## src/rtl/i2c_target_pkg.sv

```systemverilog
// Shared types and constants for the I2C target: FSM state encoding,
// register-file size and the ACK/NACK bus levels.
package i2c_target_pkg;

  localparam int unsigned NUM_REGS = 8;
  localparam logic        ACK      = 1'b0;
  localparam logic        NACK     = 1'b1;

  typedef enum logic [3:0] {
    StIdle,
    StAddr,
    StAddrAck,
    StReg,
    StRegAck,
    StWdata,
    StWdataAck,
    StRdata,
    StRdataAck
  } state_e;

endpackage

```

## src/rtl/i2c_target_sync.sv

```systemverilog
// Bus front end: 2-FF synchronizers, optional 3-sample glitch filter
// (I2C_TARGET_FILTER_EN) and START/STOP/SCL-edge detection.
module i2c_target_sync (
  input  logic clk_i,
  input  logic rst_ni,
  input  logic scl_i,
  input  logic sda_i,
  output logic sda_o,
  output logic start_o,
  output logic stop_o,
  output logic scl_rise_o,
  output logic scl_fall_o
);

  logic [1:0] scl_ff_q, sda_ff_q;
  logic       scl_s, sda_s;
  logic       scl_prev_q, sda_prev_q;

  // Reset to 1 so an idle bus does not look like an edge after reset.
  always_ff @(posedge clk_i or negedge rst_ni) begin
    if (!rst_ni) begin
      scl_ff_q <= 2'b11;
      sda_ff_q <= 2'b11;
    end else begin
      scl_ff_q <= {scl_ff_q[0], scl_i};
      sda_ff_q <= {sda_ff_q[0], sda_i};
    end
  end

`ifdef I2C_TARGET_FILTER_EN
  logic [1:0] scl_hist_q, sda_hist_q;
  logic       scl_filt_q, sda_filt_q;

  // Output follows the input once the last three samples agree.
  assign scl_s = (scl_hist_q == {2{scl_ff_q[1]}}) ? scl_ff_q[1] : scl_filt_q;
  assign sda_s = (sda_hist_q == {2{sda_ff_q[1]}}) ? sda_ff_q[1] : sda_filt_q;

  always_ff @(posedge clk_i or negedge rst_ni) begin
    if (!rst_ni) begin
      scl_hist_q <= 2'b11;
      sda_hist_q <= 2'b11;
      scl_filt_q <= 1'b1;
      sda_filt_q <= 1'b1;
    end else begin
      scl_hist_q <= {scl_hist_q[0], scl_ff_q[1]};
      sda_hist_q <= {sda_hist_q[0], sda_ff_q[1]};
      scl_filt_q <= scl_s;
      sda_filt_q <= sda_s;
    end
  end
`else
  assign scl_s = scl_ff_q[1];
  assign sda_s = sda_ff_q[1];
`endif

  always_ff @(posedge clk_i or negedge rst_ni) begin
    if (!rst_ni) begin
      scl_prev_q <= 1'b1;
      sda_prev_q <= 1'b1;
    end else begin
      scl_prev_q <= scl_s;
      sda_prev_q <= sda_s;
    end
  end

  assign sda_o      = sda_s;
  assign start_o    = scl_s & scl_prev_q & sda_prev_q & ~sda_s;
  assign stop_o     = scl_s & scl_prev_q & ~sda_prev_q & sda_s;
  assign scl_rise_o = scl_s & ~scl_prev_q;
  assign scl_fall_o = ~scl_s & scl_prev_q;

endmodule

```

## src/rtl/i2c_target.sv

```systemverilog
// I2C target with an 8-entry byte register file shared with a host port;
// protocol FSM and register file live here, bus conditioning in i2c_target_sync.
module i2c_target
  import i2c_target_pkg::*;
#(
  parameter logic [6:0] DEV_ADDR = 7'h50
) (
  input  logic       clk,
  input  logic       reset_n,
  input  logic [2:0] address,
  input  logic       chipselect,
  input  logic       write_n,
  input  logic [7:0] writedata,
  output logic [7:0] readdata,
  input  logic       scl_in,
  input  logic       sda_in,
  output logic       sda_oe,
  output logic       busy
);

  state_e     state_q, state_d;
  logic [3:0] bit_cnt_q, bit_cnt_d;
  logic [7:0] shift_q, shift_d;
  logic [2:0] ptr_q, ptr_d;
  logic       sda_oe_q, sda_oe_d;
  logic [7:0] readdata_q;
  logic [7:0] regs_q [NUM_REGS];

  logic       sda, start, stop, scl_rise, scl_fall;
  logic       i2c_we;
  logic [7:0] rx_byte;

  i2c_target_sync u_sync (
    .clk_i      (clk),
    .rst_ni     (reset_n),
    .scl_i      (scl_in),
    .sda_i      (sda_in),
    .sda_o      (sda),
    .start_o    (start),
    .stop_o     (stop),
    .scl_rise_o (scl_rise),
    .scl_fall_o (scl_fall)
  );

  assign rx_byte = {shift_q[6:0], sda};

  always_comb begin
    state_d   = state_q;
    bit_cnt_d = bit_cnt_q;
    shift_d   = shift_q;
    ptr_d     = ptr_q;
    sda_oe_d  = sda_oe_q;
    i2c_we    = 1'b0;
    if (stop) begin
      state_d  = StIdle;
      sda_oe_d = 1'b0;
    end else if (start) begin
      state_d   = StAddr;
      bit_cnt_d = '0;
      sda_oe_d  = 1'b0;
    end else begin
      unique case (state_q)
        StIdle: ;
        StAddr, StReg, StWdata: begin
          if (scl_rise) begin
            shift_d   = rx_byte;
            bit_cnt_d = bit_cnt_q + 4'd1;
            if (bit_cnt_q == 4'd7) begin
              if (state_q == StAddr) begin
                state_d = (rx_byte[7:1] == DEV_ADDR) ? StAddrAck : StIdle;
              end else if (state_q == StReg) begin
                ptr_d   = rx_byte[2:0];
                state_d = StRegAck;
              end else begin
                i2c_we  = 1'b1;
                ptr_d   = ptr_q + 3'd1;
                state_d = StWdataAck;
              end
            end
          end
        end
        // First SCL fall after the 8th bit drives ACK, the next one releases it.
        StAddrAck, StRegAck, StWdataAck: begin
          if (scl_fall) begin
            if (!sda_oe_q) begin
              sda_oe_d = 1'b1;
            end else begin
              sda_oe_d  = 1'b0;
              bit_cnt_d = '0;
              state_d   = StWdata;
              if (state_q == StAddrAck) begin
                if (shift_q[0]) begin
                  state_d  = StRdata;
                  shift_d  = regs_q[ptr_q];
                  sda_oe_d = ~regs_q[ptr_q][7];
                end else begin
                  state_d = StReg;
                end
              end
            end
          end
        end
        StRdata: begin
          if (scl_rise) begin
            bit_cnt_d = bit_cnt_q + 4'd1;
          end else if (scl_fall) begin
            if (bit_cnt_q == 4'd8) begin
              state_d   = StRdataAck;
              sda_oe_d  = 1'b0;
              bit_cnt_d = '0;
            end else begin
              shift_d  = {shift_q[6:0], 1'b0};
              sda_oe_d = ~shift_q[6];
            end
          end
        end
        // bit_cnt == 1 marks an ACK seen; the next byte loads on the following fall.
        StRdataAck: begin
          if (scl_rise) begin
            if (sda == NACK) begin
              state_d = StIdle;
            end else begin
              ptr_d     = ptr_q + 3'd1;
              bit_cnt_d = 4'd1;
            end
          end else if (scl_fall && bit_cnt_q == 4'd1) begin
            state_d   = StRdata;
            bit_cnt_d = '0;
            shift_d   = regs_q[ptr_q];
            sda_oe_d  = ~regs_q[ptr_q][7];
          end
        end
        default: state_d = StIdle;
      endcase
    end
  end

  always_ff @(posedge clk or negedge reset_n) begin
    if (!reset_n) begin
      state_q   <= StIdle;
      bit_cnt_q <= '0;
      shift_q   <= '0;
      ptr_q     <= '0;
      sda_oe_q  <= 1'b0;
    end else begin
      state_q   <= state_d;
      bit_cnt_q <= bit_cnt_d;
      shift_q   <= shift_d;
      ptr_q     <= ptr_d;
      sda_oe_q  <= sda_oe_d;
    end
  end

  // The I2C write is issued last so it wins a same-cycle collision.
  always_ff @(posedge clk or negedge reset_n) begin
    if (!reset_n) begin
      for (int unsigned i = 0; i < NUM_REGS; i++) regs_q[i] <= '0;
      readdata_q <= '0;
    end else begin
      if (chipselect && !write_n) regs_q[address] <= writedata;
      if (i2c_we) regs_q[ptr_q] <= rx_byte;
      if (chipselect) readdata_q <= regs_q[address];
    end
  end

  assign readdata = readdata_q;
  assign sda_oe   = sda_oe_q;
  assign busy     = (state_q != StIdle) && (state_q != StAddr);

endmodule

```

## config.mk

```make
export PLATFORM = sky130hd
export DESIGN_NAME = i2c_target
export DESIGN_NICKNAME = d
export VERILOG_FILES = /design/src/rtl/i2c_target_pkg.sv /design/src/rtl/i2c_target_sync.sv /design/src/rtl/i2c_target.sv
export SDC_FILE = /design/constraint.sdc
export NUM_CORES = 1
export LEC_CHECK = 0
export CORE_MARGIN = 10
export CORE_UTILIZATION = 45
export CTS_CLUSTER_DIAMETER = 100
export DETAILED_ROUTE_END_ITERATION = 10
export PLACE_DENSITY_LB_ADDON = 0.1
export SYNTH_ARGS = -nofsm -noshare
export SYNTH_HDL_FRONTEND = slang
export SYNTH_SLANG_ARGS = --single-unit
```

## constraint.sdc

```tcl
create_clock -name clk -period 4.4 [get_ports clk]
set_clock_uncertainty 0.15 [all_clocks]
set_input_delay 0.88 -clock clk [delete_from_list [all_inputs] [get_ports clk]]
set_output_delay 0.88 -clock clk [all_outputs]
set_load 0.01 [all_outputs]
```

==> run_results.csv, run 1 <==
group,metric,value,unit
run_status,status,"completed",
grt,grt_max_degree,60,
sta,fmax,0.317,GHz
logic_synthesis,synthAdderAreaFrac,0.817,%
logic_synthesis,synth_seq_area_share,39.7,%
logic_synthesis,synth_xor_area_share,0.143,%
critical_path,crit_start,"state_q[0]",
hold_path,hold_class,"flop to flop",
logic_synthesis,syn_inst,590,
routing,drtPass1Iterations,5,
critical_path,r2r-start,"state_q[0]",
logic_synthesis,synth.area.top_cells,"dfrtp_1 37%, mux2i_1 14%, mux4_2 12%",
clock_tree,clk_path_buf_depth,2,
routing,wl,16.9,mm
sta,final-hold-violation-count,0,
floorplanning,rows,42,
placed_design,gp_congestion,0.886,
floorplanning,core_area,13300,µm²
power_and_ir_drop,ir_worst_vdd,201,µV
floorplanning,io_pins,27,
logic_synthesis,synth_compound_area_share,14.3,%
grt,grt_pass1_wl,26.7,mm
sta,post-route-period-util,71.7,%
critical_path,rr_endpoint,"regs_q[22]",
logic_synthesis,async_flop_share,100,%
routing,routedWlPerCell,22.2,µm
routing,viasPerCell,6.06,
logic_synthesis,synth-simple-area-share,13.0,%
critical_path,crit_path_top_delay_cell,"nor3b_2",
clock_tree,ctsResizeCount,0,
cells_and_area,num_antenna_cells,0,
cells_and_area,drive_gt1_share,16.6,%
logic_synthesis,synth_top_family_by_area,"multiplexers",
logic_synthesis,synthMuxAreaShare,27.1,%
critical_path,crit_chain,"nand4bb_1 > nor3_2 > nand2_1 > nor3b_2 > o21ai_0",
clock_tree,cts_root_buf,"clkbuf_16",
sta,slew_headroom,21.0,%
logic_synthesis,syn_area,6130,µm²
critical_path,cp_data_arrival_time,3.18,ns
clock_tree,cts_buffers,9,
routing,num_vias,4619,
routing,antenna_left,0,
logic_synthesis,yosys.area.top_type,"dfrtp_1",
placed_design,hpwl,11.8,mm
cells_and_area,syn_to_final_growth,10.3,%
critical_path,cp_slowest_stage_delay,1.03,ns
power_and_ir_drop,powerDensity,521,nW/µm²
placed_design,port_buffers,26,
sta,drv_slew,0,
routing,detail_route.drc_violations,0,
clock_tree,cts_setup_buffers,0,
cells_and_area,nets,602,
grt,antenna_found_initial,0,
logic_synthesis,yosysMostFrequentCell,"dfrtp_1",
sta,holdWs,0.208,ns
clock_tree,cts_tree,"built",
clock_tree,cts_hold_buf,0,
logic_synthesis,synth.distinct_cells,70,
logic_synthesis,synth_commonest_cells,"91 x dfrtp_1, 84 x mux2i_1, 66 x nor2_1, 54 x a21oi_1, 47 x nand2_1",
logic_synthesis,yosysWarnings,0,
sta,setup_viol,0,
clock_tree,clock_latency,0.36,ns
grt,grt_remaining_overflow,0,
cells_and_area,layoutNonFillerInstCount,762,
logic_synthesis,synth_edf_count,0,
clock_tree,cts.clk_slew.worst_paths,0.07,ns
critical_path,endpoint,"regs_q[22]",
critical_path,start_kind,"flop",
critical_path,r2r_cells,5,
run,max_cap_viol_count,0,
sta,min_period,3.15,ns
grt,grt_pass1_vias,4514,
logic_synthesis,synthFlopType,"dfrtp_1",
logic_synthesis,synth_top_area_share,37.2,%
grt,track_usage,18.7,%
logic_synthesis,syn_nets,611,
cells_and_area,final_util,50.8,%
critical_path,setup.worst_path.end_class,"flop",
sta,rsz0062_at_grt,"no",
clock_tree,htree_levels,3,
critical_path,cp.required,4.42,ns
floorplanning,start_util,46.1,%
critical_path,critical_path_class,"flop to flop",
power_and_ir_drop,leakagePower,2.70,nW
logic_synthesis,synth_seq_cells,97,
floorplanning,fp.dieH,137,µm
sta,fin_tns_setup,0,ns
floorplanning,die_w,137,µm
logic_synthesis,synth.avg_cell_area,10.4,µm²
routing,drtIter0Drc,355,
clock_tree,cts.sinks,97,
sta,worst_pin_slew,1.18,ns
critical_path,path_max_fanout,20,
placed_design,dp.cells,746,
floorplanning,die_area,18700,µm²
critical_path,reg2reg_slack,1.25,ns
-- metal layers --
layer  vias to the layer above  track usage, %  share of wire [%]
met4                         0            6.45                1.6
met3                        19            2.60                4.5
li1                       2127               -                  -
met1                      2331            24.8                 44
met5                         -               0                  0
met2                       142            30.6                 50
-- how the worst min path moves through the flow --
stage	depth (start not counted)	endpoint	startpoint	slack (ns)
2_1_floorplan	0	u_sync.scl_ff_q[1]	u_sync.scl_ff_q[0]	0.20
3_3_place_gp	0	u_sync.sda_ff_q[1]	u_sync.sda_ff_q[0]	0.20
3_5_place_dp	0	u_sync.scl_ff_q[1]	u_sync.scl_ff_q[0]	0.20
4_1_cts	0	u_sync.scl_ff_q[1]	u_sync.scl_ff_q[0]	0.21
5_1_grt	0	u_sync.scl_ff_q[1]	u_sync.scl_ff_q[0]	0.21
6_report	0	u_sync.scl_ff_q[1]	u_sync.scl_ff_q[0]	0.21
-- metrics by stage --
stage	instance area (µm²)	worst slack (ns)	total power, W
floorplan	6130	1.92	0.00234
global placement	6460	1.00	0.00268
detailed placement	6460	1.00	0.00271
CTS	6760	1.32	0.00353
global route	6760	1.01	0.00374
finish	6760	1.25	0.00352
-- cell usage in the layout (no fill, tap or decap), drive strengths merged, types with 2 or more instances in the layout --
cell	count
nand2b	4
o31ai	2
buf	15
a211oi	4
nand4bb	3
dfrtp	91
o22ai	2
a311oi	3
a211o	2
clkdlybuf4s50	25
a31oi	5
or3	2
inv	12
nor4b	2
or4b	2
clkinv	2
nor3	7
a21oi	55
a2bb2oi	2
clkbuf	9
nor3b	6
dfstp	6
nand3b	3
o21bai	2
nor2	69
a21o	3
o21ai	44
mux2	7
nand3	5
nor2b	4
mux2i	84
ha	4
clkinvlp	2
mux4	32
nand2	47
-- worst max-delay path: cells and delay by family, from the launching register on --
| family | cells | cell delay, ns |
|---|---|---|
| DFF | 1 | 0.75 |
| and+or+nand+nor | 4 | 1.79 |
| AOI/OAI and AO/OA | 1 | 0.29 |
-- report_power, final --
group | internal, W | leakage [nW] | switching (W)
Sequential | 0.00112 | 1.09 | 0.000385
Clock | 0.000447 | 0.144 | 0.000374
Combinational | 0.000639 | 1.47 | 0.000558
Total | 0.00221 | 2.70 | 0.00132
-- registers in the layout, indices dropped and copies added, names as in the netlist --
register and count:
regs_q 64, readdata 8, shift_q 7, bit_cnt_q 4, state_q 4, ptr_q 3, u_sync.scl_ff_q 2, u_sync.sda_ff_q 2
sda_oe 1, u_sync.scl_prev_q 1, u_sync.sda_prev_q 1
-- final cells by class --
| class | instances | area [µm²] |
|---|---|---|
| repair buffers | 40 | 363 |
| clock inverters | 7 | 78.8 |
| fillers | 1203 | 6540 |
| clock buffers | 9 | 225 |
| inverters | 10 | 37.5 |
| well taps | 176 | 220 |
| flip-flops and latches | 97 | 2430 |
| multi-input cells | 423 | 3400 |
-- logic make-up (layout without fill, tap and decap cells) --
logic type                 after synthesis  count (layout)
adders and majority gates                4               4
and+or+nand+nor                        159             159
muxes                                  123             123
DFF                                     97              97
xor gates and xnor gates                 1               1
buffers and inverters                   70              66
AOI/OAI and AO/OA                      136             136
Note: power is estimated with default switching activity, not from simulation.
==> run 2: changes to the inputs <==
==> constraint.sdc (replaced) <==
create_clock -name clk -period 2.8 [get_ports clk]
set_clock_uncertainty 0.15 [all_clocks]
set_input_delay 0.56 -clock clk [delete_from_list [all_inputs] [get_ports clk]]
set_output_delay 0.56 -clock clk [all_outputs]
set_load 0.01 [all_outputs]
==> run 2 against run 1 <==
Effect of this change:
- final area up 3.8%
- clock-buffer cell count is 1 higher
- via count up 0.78%
- core utilization is 1.9 points higher
- sequential power up 53%
- fmax rose by 20%
- critical path depth is the same
- routed wire length grew 0.56%
- die area is the same
- clock power grew 68%
- register-to-register slack got worse by 1.1 ns
- first-iteration DRC count increased by 3.9%
- highest routed layer unchanged
==> run_results.csv, run 2 (synthesized netlist as in run 1, its figures left out) <==
group,metric,value,unit
clock_tree,cts_buffers,9,
cells_and_area,final_util,52.8,%
power_and_ir_drop,comb_power_share,35.6,%
routing,routedWlPerCell,21.5,µm
cells_and_area,top_register,"regs_q",
routing,antenna_left,0,
sta,fmax,0.381,GHz
placed_design,hpwl,12.1,mm
floorplanning,core_area,13300,µm²
run,max_cap_viol_count,0,
sta,setup_viol,0,
critical_path,start_kind,"flop",
sta,holdWs,0.0459,ns
critical_path,path_max_fanout,16,
run_status,status,"completed",
cells_and_area,final_common_cell,"dfrtp_1",
clock_tree,cts.sinks,97,
critical_path,setup.worst_path.end_class,"flop",
floorplanning,die_area,18700,µm²
critical_path,cp_data_arrival_time,2.69,ns
floorplanning,die_w,137,µm
floorplanning,start_util,46.1,%
critical_path,crit_start,"u_sync.scl_ff_q[1]",
routing,detail_route.drc_violations,0,
power_and_ir_drop,p_sw,0.00210,W
placed_design,gp_congestion,0.874,
sta,fin_tns_setup,0,ns
grt,grt_pass1_wl,27.2,mm
routing,viasPerCell,5.89,
power_and_ir_drop,p_clk_share,24.1,%
cells_and_area,layout_common_cells,"91 x dfrtp_1, 84 x mux2i_1, 66 x nor2_1, 54 x a21oi_1, 47 x nand2_1",
sta,min_period,2.62,ns
routing,wl,17.0,mm
floorplanning,rows,42,
critical_path,r2r_cells,5,
cells_and_area,drive_gt1_share,20.4,%
grt,grtUsageMet2,29.6,%
cells_and_area,nets,630,
clock_tree,clk_path_buf_depth,2,
clock_tree,htree_levels,3,
cells_and_area,largest_reg_flops,64,
clock_tree,cts_tree,"built",
critical_path,cp.required,2.86,ns
clock_tree,clock_latency,0.36,ns
clock_tree,cts_root_buf,"clkbuf_16",
floorplanning,fp.dieH,137,µm
critical_path,reg2reg_slack,0.18,ns
sta,rsz0062_at_grt,"no",
clock_tree,cts.clk_slew.worst_paths,0.07,ns
critical_path,rr_endpoint,"regs_q[57]",
sta,drv_slew,0,
power_and_ir_drop,power_frac_seq,40.2,%
routing,num_vias,4655,
floorplanning,io_pins,27,
sta,post-route-period-util,93.6,%
routing,drtIter0Drc,369,
cells_and_area,stdcell_area,7020,µm²
grt,antenna_found_initial,0,
grt,grt_pass1_vias,4646,
grt,met1_usage,26.1,%
routing,drtPass1Iterations,5,
sta,slew_headroom,51.8,%
grt,grt_remaining_overflow,0,
cells_and_area,num_antenna_cells,0,
hold_path,hold_class,"input port to async pin",
sta,final-hold-violation-count,0,
power_and_ir_drop,power.internal,0.00360,W
critical_path,critical_path_class,"flop to flop",
grt,grt_max_degree,57,
power_and_ir_drop,leakagePower,2.86,nW
critical_path,r2r-start,"u_sync.scl_ff_q[1]",
sta,worst_pin_slew,0.705,ns
cells_and_area,syn_to_final_growth,14.5,%
power_and_ir_drop,ir_worst_vdd,350,µV
power_and_ir_drop,switching_share,36.8,%
grt,grt_busiest_layer,"met2",
grt,use_met3,3.67,%
placed_design,port_buffers,26,
grt,track_usage,19.0,%
power_and_ir_drop,powerDensity,812,nW/µm²
cells_and_area,fillers,1179,
placed_design,place_area,6690,µm²
power_and_ir_drop,p_total,0.00570,W
run 2: through the flow:
| step | worst slack [ns] | std cells |
|---|---|---|
| final | 0.178 | 790 |
| after global routing | 0.00141 | 790 |
| after CTS | 0.197 | 790 |
| after detailed placement | 0.0730 | 774 |
| after global placement | 0.210 | 774 |
| after floorplan | 0.585 | 590 |
run 2: layout make-up:
cell class	instances	area, µm²	area share [%]
clock inverter	6	92.6	1.32
clock buffer	10	229	3.26
tap	176	220	3.14
sequential	97	2430	34.7
timing repair buffer	68	598	8.52
multi-input combinational	423	3410	48.5
inverter	10	37.5	0.535
run 2: worst max path at each step:
stage	end	slack (ns)	cells after the start
floorplan	shift_q[1]	0.58	6
global placement	regs_q[28]	0.21	5
detailed placement	regs_q[27]	0.07	5
CTS	regs_q[57]	0.20	5
global route	regs_q[57]	0.001	5
finish	regs_q[57]	0.18	5
run 2: power groups by stage:
| stage | Sequential, W | Clock, W | Combinational [W] |
|---|---|---|---|
| after global placement | 0.00229 | 0 | 0.00200 |
| final | 0.00229 | 0.00138 | 0.00203 |
| after floorplan | 0.00200 | 0 | 0.00167 |
| after CTS | 0.00228 | 0.00139 | 0.00204 |
| after global routing | 0.00235 | 0.00145 | 0.00224 |
| after detailed placement | 0.00231 | 0 | 0.00203 |
run 2: critical path, cell delays in order, from the launching register on:
cell      delay (ns)
dfstp_2         0.75
nand4b_4        0.16
nor3_2          0.39
or4b_1          0.78
nor2_1          0.20
a21oi_1         0.05
run 2: repair_timing:
item,4_1_cts,5_1_grt
endpoints found under the setup margin,0,5
setup buffers,0,0
hold buffers,0,0
gates resized for setup,0,1
run 2: metal layers:
| layer | vias to the layer above | wire (µm) |
|---|---|---|
| li1 | 2181 | - |
| met1 | 2330 | 7810 |
| met2 | 122 | 8010 |
| met3 | 22 | 837 |
| met4 | 0 | 352 |
| met5 | - | 0 |
==> run 3: changes to the inputs <==
--- a/config.mk
+++ b/config.mk
@@ -5,11 +5,14 @@
 export SDC_FILE = /design/constraint.sdc
 export NUM_CORES = 1
 export LEC_CHECK = 0
+export CORE_ASPECT_RATIO = 0.7
 export CORE_MARGIN = 10
 export CORE_UTILIZATION = 45
 export CTS_CLUSTER_DIAMETER = 100
 export DETAILED_ROUTE_END_ITERATION = 10
+export HOLD_SLACK_MARGIN = 0.06
 export PLACE_DENSITY_LB_ADDON = 0.1
+export SETUP_SLACK_MARGIN = 0.1
 export SYNTH_ARGS = -nofsm -noshare
 export SYNTH_HDL_FRONTEND = slang
 export SYNTH_SLANG_ARGS = --single-unit
==> run 3 against run 2 <==
Effect of this change:
- hold slack gained 0.0067 ns
- die area grew 0.40%
- power is 1.9% lower
- combinational power hardly changed
- clock power is 9% lower
- cell count rose by 0.51%
- worst setup slack better by 0.093 ns
- global-route usage down 1.5 points
- sequential power is 2% higher
- flip-flop and latch count stayed put
- final area shrank 0.43%
==> run_results.csv, run 3 (synthesized netlist as in run 1, its figures left out) <==
group,metric,value,unit
cells_and_area,largest_reg_flops,64,
sta,worst_pin_slew,0.662,ns
clock_tree,clk_path_buf_depth,2,
grt,grt_pass1_vias,4547,
critical_path,crit_start,"u_sync.scl_ff_q[1]",
power_and_ir_drop,leakagePower,2.84,nW
grt,grt_max_degree,41,
sta,rsz0062_at_grt,"no",
cells_and_area,nets,625,
critical_path,cp.required,2.87,ns
critical_path,r2r_cells,5,
critical_path,critical_path_class,"flop to flop",
routing,detail_route.drc_violations,0,
power_and_ir_drop,p_total,0.00559,W
grt,grt_pass1_wl,26.6,mm
critical_path,start_kind,"flop",
routing,num_vias,4679,
placed_design,port_buffers,26,
sta,min_period,2.53,ns
cells_and_area,syn_to_final_growth,14.0,%
power_and_ir_drop,powerDensity,800,nW/µm²
floorplanning,die_w,159,µm
clock_tree,cts_tree,"built",
cells_and_area,fillers,1190,
grt,antenna_found_initial,0,
hold_path,hold_class,"input port to async pin",
routing,wl,16.5,mm
floorplanning,fp.dieH,118,µm
routing,routedWlPerCell,20.7,µm
sta,final-hold-violation-count,0,
grt,grtUsageMet2,25.4,%
run,max_cap_viol_count,0,
critical_path,cp_data_arrival_time,2.60,ns
cells_and_area,layout_common_cells,"91 x dfrtp_1, 84 x mux2i_1, 66 x nor2_1, 54 x a21oi_1, 47 x nand2_1",
critical_path,setup.worst_path.end_class,"flop",
clock_tree,cts_root_buf,"clkbuf_16",
routing,drtIter0Drc,385,
routing,drtPass1Iterations,5,
floorplanning,core_area,13200,µm²
placed_design,hpwl,12.0,mm
power_and_ir_drop,ir_worst_vdd,362,µV
sta,drv_slew,0,
clock_tree,clock_latency,0.34,ns
critical_path,r2r-start,"u_sync.scl_ff_q[1]",
routing,antenna_left,0,
grt,met1_usage,26.0,%
cells_and_area,drive_gt1_share,19.9,%
critical_path,path_max_fanout,12,
sta,fin_tns_setup,0,ns
floorplanning,start_util,46.3,%
cells_and_area,top_register,"regs_q",
run_status,status,"completed",
clock_tree,cts.sinks,97,
sta,fmax,0.395,GHz
grt,track_usage,17.5,%
sta,setup_ws,0.271,ns
clock_tree,cts_buffers,9,
cells_and_area,final_common_cell,"dfrtp_1",
placed_design,pre_cts_slack,0.166,ns
clock_tree,cts_setup_buffers,0,
clock_tree,htree_levels,3,
clock_tree,cts_hold_buf,0,
floorplanning,die_area,18800,µm²
cells_and_area,num_antenna_cells,0,
sta,slew_headroom,55.9,%
routing,viasPerCell,5.89,
grt,grt_remaining_overflow,0,
sta,setup_viol,0,
sta,post-route-period-util,90.3,%
grt,use_met3,4.09,%
floorplanning,rows,35,
floorplanning,io_pins,27,
clock_tree,cts.clk_slew.worst_paths,0.07,ns
placed_design,gp_congestion,0.859,
grt,grt_busiest_layer,"met1",
clock_tree,ctsResizeCount,0,
-- run 3: metal layers --
layer  vias up  wire, µm  part of all wire [%]
met1      2362      8070                    49
li1       2166         -                     -
met4         0       111                  0.67
met5         -         0                     0
met2       144      7240                    44
met3         7      1050                   6.4
-- run 3: area by class of cell --
cell class | instances | area [µm²] | share of cell area [%]
Clock buffer | 12 | 246 | 3.53
Multi-Input combinational cell | 423 | 3410 | 48.8
Timing Repair Buffer | 63 | 573 | 8.20
Clock inverter | 4 | 51.3 | 0.734
Sequential cell | 97 | 2430 | 34.8
Tap cell | 185 | 231 | 3.31
Inverter | 10 | 37.5 | 0.537
-- run 3: worst paths after layout --
kind / end / slack, ns
max in group asynchronous: readdata[5] / 1.67
max: shift_q[4] / 0.27
min: bit_cnt_q[2] / 0.05
min reg2reg: u_sync.scl_ff_q[1] / 0.21
max reg2reg: shift_q[4] / 0.27
min in group clk: u_sync.scl_ff_q[1] / 0.21
-- run 3: power by group --
| part | internal (W) | switching, W |
|---|---|---|
| logic | 0.00106 | 0.000937 |
| clock network | 0.000720 | 0.000539 |
| registers | 0.00176 | 0.000573 |
| total | 0.00354 | 0.00205 |
-- run 3: metrics by stage --
| stage | hold slack (ns) | std cells | util, % | instance area, µm² |
|---|---|---|---|---|
| CTS | 0.0743 | 794 | 52.7 | 6980 |
| global placement | 0.196 | 778 | 50.5 | 6680 |
| global route | 0.0928 | 794 | 52.8 | 6990 |
| floorplan | 0.114 | 590 | - | 6130 |
| detailed placement | 0.197 | 778 | 50.5 | 6680 |
| finish | 0.0526 | 794 | 52.8 | 6990 |
-- run 3: critical path, cell delays in order (launching register included) --
cell	delay, ns
dfstp_2	0.75
nand2b_1	0.28
a311oi_1	0.38
o2111ai_2	0.21
nor2_4	0.31
mux2_4	0.33
